File: config.mk
export PLATFORM = sky130hd
export DESIGN_NAME = mem_stage_ctrl
export DESIGN_NICKNAME = d
export VERILOG_FILES = /design/src/rtl/pcpu_pkg.sv /design/src/rtl/mem_lane_align.sv /design/src/rtl/mem_stage_ctrl.sv
export SDC_FILE = /design/constraint.sdc
export NUM_CORES = 1
export LEC_CHECK = 0
export CAP_MARGIN = 25
export CORE_AREA = 2 2 116 118
export CTS_BUF_LIST = sky130_fd_sc_hd__clkbuf_16
export DETAILED_ROUTE_END_ITERATION = 10
export DIE_AREA = 0 0 118 120
export PLACE_DENSITY = 0.79
export SYNTH_ARGS = -nofsm -noshare
export SYNTH_HDL_FRONTEND = slang
export SYNTH_SLANG_ARGS = --single-unit
File: constraint.sdc
create_clock -name clk -period 4.6 [get_ports clk]
set_input_delay 0.92 -clock clk [delete_from_list [all_inputs] [get_ports clk]]
set_output_delay 0.92 -clock clk [all_outputs]
set_load 0.01 [all_outputs]
File: src/rtl/pcpu_pkg.sv
// pcpu_pkg: shared definitions for the pipelined CPU MEM stage.
//   - load/store opcode encodings (LB..SW)
//   - MEM sequencer state encoding
//   - byte-lane helpers: byte enables, store replication, load extension,
//     misalignment detection
package pcpu_pkg;

    localparam logic [5:0] LB  = 6'b100000;
    localparam logic [5:0] LH  = 6'b100001;
    localparam logic [5:0] LW  = 6'b100011;
    localparam logic [5:0] LBU = 6'b100100;
    localparam logic [5:0] LHU = 6'b100101;
    localparam logic [5:0] SB  = 6'b101000;
    localparam logic [5:0] SH  = 6'b101001;
    localparam logic [5:0] SW  = 6'b101011;

    typedef enum logic [1:0] {
        IDLE   = 2'd0,
        ACCESS = 2'd1,
        DONE   = 2'd2
    } state_t;

    // Byte enables for the access size, shifted into the addressed lane.
    function automatic logic [3:0] lane_be(input logic [5:0] op, input logic [1:0] a);
        logic [3:0] be;
        case (op)
            LB, LBU, SB: be = 4'b0001 << a;
            LH, LHU, SH: be = 4'b0011 << a;
            LW, SW:      be = 4'b1111;
            default:     be = 4'b0000;
        endcase
        return be;
    endfunction

    // Store data replicated across every lane the size could occupy.
    function automatic logic [31:0] lane_wdata(input logic [5:0] op, input logic [31:0] wd);
        logic [31:0] r;
        case (op)
            SB:      r = {4{wd[7:0]}};
            SH:      r = {2{wd[15:0]}};
            default: r = wd;
        endcase
        return r;
    endfunction

    // Little-endian lane select followed by sign/zero extension.
    function automatic logic [31:0] lane_ext(input logic [5:0] op, input logic [1:0] a,
                                             input logic [31:0] rd);
        logic [31:0] sh;
        logic [31:0] r;
        sh = rd >> {a, 3'b000};
        case (op)
            LB:      r = {{24{sh[7]}}, sh[7:0]};
            LBU:     r = {24'h000000, sh[7:0]};
            LH:      r = {{16{sh[15]}}, sh[15:0]};
            LHU:     r = {16'h0000, sh[15:0]};
            default: r = rd;
        endcase
        return r;
    endfunction

    function automatic logic misaligned(input logic [5:0] op, input logic [1:0] a);
        logic m;
        case (op)
            LH, LHU, SH: m = a[0];
            LW, SW:      m = |a;
            default:     m = 1'b0;
        endcase
        return m;
    endfunction

endpackage

File: src/rtl/mem_lane_align.sv
// mem_lane_align: purely combinational byte-lane alignment for the MEM stage.
//   op        in  6   load/store opcode
//   addr_lo   in  2   byte address bits [1:0]
//   wdata     in  32  raw store data
//   rdata     in  32  raw memory read word
//   be        out 4   byte enables
//   wdata_rep out 32  lane-replicated store data
//   rdata_ext out 32  lane-selected, extended load data
//   misalign  out 1   access not naturally aligned for its size
module mem_lane_align
    import pcpu_pkg::*;
(
    input  logic [5:0]  op,
    input  logic [1:0]  addr_lo,
    input  logic [31:0] wdata,
    input  logic [31:0] rdata,
    output logic [3:0]  be,
    output logic [31:0] wdata_rep,
    output logic [31:0] rdata_ext,
    output logic        misalign
);

    always_comb begin
        be        = lane_be(op, addr_lo);
        wdata_rep = lane_wdata(op, wdata);
        rdata_ext = lane_ext(op, addr_lo, rdata);
        misalign  = misaligned(op, addr_lo);
    end

endmodule

File: src/rtl/mem_stage_ctrl.sv
// mem_stage_ctrl: MEM stage sequencer. Drives a variable-latency data memory
// over req/ack, stalls upstream and bubbles MEM/WB while an access is open,
// aligns load/store lanes and flags misaligned and timed-out accesses.
//   clk, rst (async, active-high)
//   mem_read_i/mem_write_i/op_i/addr_i/wdata_i : EX/MEM inputs
//   dm_req_o/dm_we_o/dm_be_o/dm_addr_o/dm_wdata_o, dm_ack_i/dm_rdata_i : memory
//   stall_o, bubble_o     : pipeline control
//   rdata_o, rdata_valid_o: aligned load result for MEM/WB
//   misalign_o, timeout_o : one-cycle error pulses
module mem_stage_ctrl
    import pcpu_pkg::*;
#(
    parameter int unsigned TIMEOUT = 15
) (
    input  logic        clk,
    input  logic        rst,
    input  logic        mem_read_i,
    input  logic        mem_write_i,
    input  logic [5:0]  op_i,
    input  logic [31:0] addr_i,
    input  logic [31:0] wdata_i,
    output logic        dm_req_o,
    output logic        dm_we_o,
    output logic [3:0]  dm_be_o,
    output logic [31:0] dm_addr_o,
    output logic [31:0] dm_wdata_o,
    input  logic        dm_ack_i,
    input  logic [31:0] dm_rdata_i,
    output logic        stall_o,
    output logic        bubble_o,
    output logic [31:0] rdata_o,
    output logic        rdata_valid_o,
    output logic        misalign_o,
    output logic        timeout_o
);

    localparam int unsigned CW = $clog2(TIMEOUT + 1);

    state_t      state, next;
    logic [CW-1:0] cnt;
    logic        kill;
    logic [31:0] addr_q, wdata_q, rdata_q;
    logic [3:0]  be_q;
    logic [5:0]  op_q;
    logic        we_q, rd_q;

    logic        mem_op, accept, timeout_hit;
    logic [5:0]  sel_op;
    logic [1:0]  sel_lo;
    logic [3:0]  be;
    logic [31:0] wdata_rep, rdata_ext;
    logic        mis;

    // One aligner serves both phases: in IDLE it sees the incoming op to
    // build be/wdata for latching; afterwards it sees the latched op so the
    // returning read word is extended for the access actually in flight.
    assign sel_op = (state == IDLE) ? op_i : op_q;
    assign sel_lo = (state == IDLE) ? addr_i[1:0] : addr_q[1:0];

    mem_lane_align u_align (
        .op        (sel_op),
        .addr_lo   (sel_lo),
        .wdata     (wdata_i),
        .rdata     (dm_rdata_i),
        .be        (be),
        .wdata_rep (wdata_rep),
        .rdata_ext (rdata_ext),
        .misalign  (mis)
    );

    assign mem_op      = mem_read_i | mem_write_i;
    assign accept      = (state == IDLE) && mem_op && !mis;
    assign timeout_hit = (state == ACCESS) && !dm_ack_i && (cnt == CW'(TIMEOUT - 1));

    always_comb begin
        next          = state;
        stall_o       = 1'b0;
        bubble_o      = 1'b0;
        dm_req_o      = 1'b0;
        misalign_o    = 1'b0;
        timeout_o     = 1'b0;
        rdata_valid_o = 1'b0;
        case (state)
            IDLE: begin
                if (mem_op) begin
                    bubble_o = 1'b1;
                    if (mis) begin
                        misalign_o = 1'b1;
                    end else begin
                        stall_o = 1'b1;
                        next    = ACCESS;
                    end
                end
            end
            ACCESS: begin
                dm_req_o = 1'b1;
                stall_o  = 1'b1;
                bubble_o = 1'b1;
                if (dm_ack_i) begin
                    next = DONE;
                end else if (timeout_hit) begin
                    timeout_o = 1'b1;
                    next      = DONE;
                end
            end
            DONE: begin
                bubble_o      = kill;
                rdata_valid_o = rd_q & ~kill;
                next          = IDLE;
            end
            default: next = IDLE;
        endcase
    end

    always_ff @(posedge clk or posedge rst) begin
        if (rst) begin
            state   <= IDLE;
            cnt     <= '0;
            kill    <= 1'b0;
            addr_q  <= '0;
            wdata_q <= '0;
            rdata_q <= '0;
            be_q    <= '0;
            op_q    <= '0;
            we_q    <= 1'b0;
            rd_q    <= 1'b0;
        end else begin
            state <= next;
            if (accept) begin
                addr_q  <= addr_i;
                be_q    <= be;
                wdata_q <= wdata_rep;
                op_q    <= op_i;
                we_q    <= mem_write_i;
                rd_q    <= mem_read_i;
                cnt     <= '0;
                kill    <= 1'b0;
            end else if (state == ACCESS) begin
                cnt <= cnt + CW'(1);
                if (dm_ack_i) begin
                    rdata_q <= rdata_ext;
                end else if (timeout_hit) begin
                    kill <= 1'b1;
                end
            end
        end
    end

    assign dm_we_o    = we_q;
    assign dm_be_o    = be_q;
    assign dm_addr_o  = {addr_q[31:2], 2'b00};
    assign dm_wdata_o = wdata_q;
    assign rdata_o    = rdata_q;

endmodule

Word-level counts from Yosys, hierarchy flattened

Cells that the tools add are included.
Widths: inputs -> output; s select.

Bits in registers: 115
Input bits: 107
Output and inout port bits: 107

Add/subtract/negate cells: 1
Equal/unequal tests: 15
Shifts and indexed selects: 3
Multiplexer cells: 30
Bitwise logic cells: 4
Reduce and logical (&&, ||, !) cells: 16

Operators with widths:

| kind                | number |
|---|---|
| $pmux 32 s4         | 1 |
| $pmux 32 s2         | 1 |
| $eq 6x6->1 const B  | 8 |
| $shr 32x5->16       | 1 |
| $mux 1              | 15 |
| $pmux 4 s3          | 1 |
| $mux 2              | 5 |
| $reduce_and 3->1    | 3 |
| $mux 4              | 2 |
| $mux 6              | 1 |
| $reduce_or 3->1     | 2 |
| $add 4x1->4 const B | 1 |
| $eq 4x4->1 const B  | 1 |
| $logic_and 1x1->1   | 4 |
| $ne 2x2->1 const B  | 2 |
| $pmux 1 s2          | 2 |
| $pmux 2 s2          | 1 |
| $reduce_bool 2->1   | 2 |
| $reduce_or 2->1     | 2 |
| $shl 1x2->4 const A | 1 |
| $shl 2x2->4 const A | 1 |
| $ne 3x3->1 const B  | 1 |
| $pmux 1 s3          | 1 |
| $eq 2x1->1 const B  | 1 |
| 7 further kinds     | 9 |

Longest topological paths before layout

Depth after elaboration: 9
Depth in mapped cells: 9

Hierarchy

A second synthesis with hierarchy kept.

Cell total of the unflattened synthesis: 513
Area total of the unflattened synthesis: 6070.8 um^2

Modules (own cells, without submodules):

| module         | times used | cells an instance | area an instance (um^2) | sequential area each (um^2) |
|---|---|---|---|---|
| mem_stage_ctrl | 1          | 315               | 4765.8                  | 2877.8 |
| mem_lane_align | 1          | 198               | 1305.0                  | 0.0 |

Least setup slack after synthesis

Ideal clock, no wire load.

Path kind: input to output
Start: input port op_i[4]
End: output port stall_o
Arrival: 2.452 ns
Required time: 3.680 ns
Slack: 1.228 ns
Stages on the path: 6
Path buffers: 1
Cells stage by stage: or4b_1 -> o21ai_2 -> nand4b_1 -> o211ai_2 -> clkbuf_1 -> nand2_1

Word-level cells in the longest chain between the ends: 7
Elaborated cells between the ends (all ways): 12
Classes of those cells: eq/ne: 5; mux: 5; reduce/logical: 2

Ends and longest elaborated chain:

| what                                               | line                 | source |
|---|---|---|
| start, declared                                    | mem_stage_ctrl.sv:19 | `input logic [5:0] op_i,` |
| $mux 6 *                                           | mem_stage_ctrl.sv:57 | `assign sel_op = (state == IDLE) ? op_i : op_q;` |
| $eq 6x6->1                                         | pcpu_pkg.sv:64       | `case (op)` |
| $reduce_or 3->1 or $reduce_or 2->1 (tied branches) | pcpu_pkg.sv:64       |  |
| $pmux 1 s2 *                                       | pcpu_pkg.sv:64       |  |
| $mux 1 *                                           | mem_stage_ctrl.sv:87 | `if (mis) begin` |
| $mux 1 *                                           | mem_stage_ctrl.sv:85 | `if (mem_op) begin` |
| $pmux 1 s2 *                                       | mem_stage_ctrl.sv:83 | `case (state)` |
| end, declared                                      | mem_stage_ctrl.sv:29 | `output logic stall_o,` |

Mark *: on every way between the ends. The rest lies on a longest branch, timed or not.

Worst setup path in the final report

Start: register state[0]
End: output port misalign_o

Word-level cells in the longest chain between the ends: 8
Elaborated cells between the ends (all ways): 15
Classes of those cells: eq/ne: 5; mux: 6; reduce/logical: 4

Ends and longest elaborated chain:

| what                                               | line                                                             | source |
|---|---|---|
| start, declared                                    | mem_stage_ctrl.sv:39                                             | `state_t state, next;` |
| start signal, assigned                             | mem_stage_ctrl.sv:128                                            | `state <= next;` |
| $logic_not 2->1 *                                  | mem_stage_ctrl.sv:57, mem_stage_ctrl.sv:58, mem_stage_ctrl.sv:83 |  |
| $mux 6                                             | mem_stage_ctrl.sv:57                                             |  |
| $eq 6x6->1                                         | pcpu_pkg.sv:64                                                   |  |
| $reduce_or 3->1 or $reduce_or 2->1 (tied branches) | pcpu_pkg.sv:64                                                   |  |
| $pmux 1 s2                                         | pcpu_pkg.sv:64                                                   |  |
| $mux 1                                             | mem_stage_ctrl.sv:87                                             |  |
| $mux 1                                             | mem_stage_ctrl.sv:85                                             |  |
| $mux 1 *                                           | mem_stage_ctrl.sv:83                                             |  |
| end, declared                                      | mem_stage_ctrl.sv:33                                             | `output logic misalign_o,` |

Marks and branches as above.

==> metrics.txt <==
Tightest Pin Transition=0.9365 ns; Setup CP Type=register to output port; startpoint types=register; initial antenna violation count=0; chip height=120 microns; r2r setup slk=1.33 ns; routability cong.=0.8715; CP Max Fanout=14; crit end category=output port; clock skew=0.005967 ns; FF-to-FF Start=state[0]; worst vdd ir=0.3724 mV; Post-Layout Inst Area=8270 sq um; fmax=240.8 MHz; largest net degree at the start of global routing=109; post-synthesis register bit count=115; Remaining Overflow, GRT=0; CP startpoint=state[0]; vias=4908; fraction of layout cells with a size suffix above 1=0.1301; IO buf count=211; vias in the first global route=4791; critical path's slowest cell=nor2_2; dpl hpwl=11500 microns; clk_lat worst skew=0.41 ns; clk slew on worst S/H paths=0.05 ns; worst path bufs/invs=1; cells after synthesis=548; Cell Area, Synth=5648 sq um; initial DRC count=397; status=complete, no violations; post-synth cell types=50; Final Hold Fails=0; WP data required=3.68 ns; minimum clock period=4.154 ns; hold buffers post-CTS=0; Post-synth EDFFs=0; CTS HTree Levels=4; RSZ-0062 raised after global routing=no; commonest non-fill, non-tap cell in the layout=clkdlybuf4s50_1; Antenna Cells=0; setup violators final=0; sequential share of the synthesized area=0.5095; maxcap violations=0; TritonCTS clock tree=done; CP Cell Sequence=nor2_2, mux2i_1, o2111ai_1, nand2_1, and3_1, clkdlybuf4s50_1; slew margin rel.=0.3728; leak pwr=3.534 nW; Sequential Area=2878 sq um; commonest non-fill, non-tap cells in the layout=211 x clkdlybuf4s50_1, 115 x dfrtp_1, 84 x nand2_1; pre-CTS setup slack=0.5618 ns; WL per Instance=17.39 microns; Setup Buffers After CTS=0; Layout fillers=1028; initial core utilization=0.4351; crit-path max cell delay=0.61 ns; Ports=214; drc violations=0; asr flop ratio synth=1.000; Routed WL=15900 microns; post-CTS sizing=0; clk sinks=115; CTS root buffer=clkbuf_16; placed cell area=7669 sq um; first-pass GRT wire length=25090 microns; Mapped Avg Cell Area=10.31 sq um; CP arrival=3.23 ns; power per cell area=703.2 nW/um^2; Die Area=14160 sq um; drt pass-1 iters=5; vias per cell=5.370; Die Wd=118 microns; total track usage=0.2274; clock buffer depth=2; Rows=42; Worst Hold Class=register to register; crit path to=misalign_o; Placeable Area=12980 sq um; Synth Flop Type=dfrtp_1; worst flop-to-flop path endpoint=addr_q[10]; Total Negative Setup Slacks=0 ns; cts bufs inserted=17; Syn-to-layout area delta=46.43%; worst-case reg-to-reg path depth=7; fin. max-slew vios=0; Syn. warnings=0; part of the cycle the worst path needs=0.9030; Final ANT Viol Nets=0; CP top delay family=simple AND/OR/NAND/NOR gates; WP depth=6; Final WS setup=0.4464 ns; Final #Nets=834; area of the multi-input gates=2370 sq um
==> Yosys cell counts (2+ instances only) <==
master | number | area share
a211oi_1 | 2 | 0.0027
a21oi_1 | 12 | 0.011
a22oi_1 | 9 | 0.012
a31oi_1 | 10 | 0.011
and2_1 | 3 | 0.0033
and3_1 | 3 | 0.0033
buf_2 | 3 | 0.0027
buf_4 | 39 | 0.052
clkbuf_1 | 21 | 0.014
dfrtp_1 | 115 | 0.51
ha_1 | 2 | 0.0044
inv_1 | 7 | 0.0047
mux2_1 | 4 | 0.0080
mux2_2 | 48 | 0.096
mux2i_1 | 27 | 0.048
nand2_1 | 84 | 0.056
nand2b_1 | 4 | 0.0044
nand3_1 | 42 | 0.037
nand3b_1 | 2 | 0.0027
nor2_1 | 18 | 0.012
nor3_1 | 3 | 0.0027
o211ai_1 | 2 | 0.0027
o211ai_2 | 2 | 0.0044
o21a_1 | 3 | 0.0040
o21ai_0 | 48 | 0.043
o22ai_1 | 7 | 0.0078
o31ai_1 | 3 | 0.0040
or4b_1 | 2 | 0.0035
xnor2_1 | 2 | 0.0031
==> report_power, final <==
part / leakage, nW / internal [W] / switching, W
logic: 1.85 / 0.00145 / 0.00129
registers: 1.39 / 0.00151 / 0.000291
clock network: 0.296 / 0.000835 / 0.000442
total: 3.53 / 0.00380 / 0.00202
==> final cells by class <==
cell class                 count  share of cell area
timing repair buffer         220              0.2660
inverter                       7            0.003480
clock inverter                15             0.01800
sequential                   115              0.3480
clock buffer                  17             0.05144
multi-input combinational    364              0.2865
tap                          176             0.02663
==> through the flow <==
step | util | hold WS [ns] | cells | total power (W)
final | 0.6372 | 0.4730 | 914 | 0.005816
after global routing | 0.6372 | 0.4986 | 914 | 0.006164
after CTS | 0.6350 | 0.4812 | 913 | 0.005831
after detailed placement | 0.5908 | 0.4699 | 881 | 0.004526
after global placement | 0.5908 | 0.4625 | 881 | 0.004433
after floorplan | - | 0.4655 | 549 | 0.003406
==> state kept, by name, indices dropped and copies added, names as in the netlist, 2 cells and up <==
signal / cells
cnt: 4
op_q: 6
dm_wdata_o: 32
rdata_o: 32
dm_be_o: 4
addr_q: 32
state: 2
==> cells by family after synthesis <==
| kind of cell | Yosys count | share of synthesized area |
|---|---|---|
| other | 1 | 0.0006640 |
| adders and majority gates | 2 | 0.004430 |
| xor gates and xnor gates | 2 | 0.003102 |
| DFF | 115 | 0.5095 |
| muxes | 80 | 0.1540 |
| and+or+nand+nor | 174 | 0.1436 |
| buffers and inverters | 70 | 0.07311 |
| AOI/OAI and AO/OA | 104 | 0.1117 |
==> routing by layer <==
| metal | up-vias | GRT usage | wire length [microns] |
|---|---|---|---|
| li1 | 2257 | - | - |
| met1 | 2382 | 0.2820 | 6390 |
| met2 | 232 | 0.3801 | 8018 |
| met3 | 37 | 0.05656 | 1073 |
| met4 | 0 | 0.09563 | 414 |
| met5 | - | 0 | 0 |
==> worst register-to-register path: cells and delay by family, from the launching register on <==
kind / cells / cell delay, ns
buffers and inverters: 2 / 0.66
muxes: 2 / 0.92
DFF: 1 / 0.52
AOI/OAI and AO/OA: 2 / 0.45
and+or+nand+nor: 1 / 0.61
==> worst min path at each step <==
stage                     slack (ns)  cells past startpoint        endpoint           start
final                           0.47                      2      rdata_o[2]      rdata_o[2]
after global routing            0.50                      2      rdata_o[3]      rdata_o[3]
after CTS                       0.48                      2      rdata_o[2]      rdata_o[2]
after detailed placement        0.47                      2      rdata_o[2]      rdata_o[2]
after global placement          0.46                      2  dm_wdata_o[19]  dm_wdata_o[19]
after floorplan                 0.47                      1      addr_q[16]      addr_q[16]
Power figures use the tool's default switching activity.
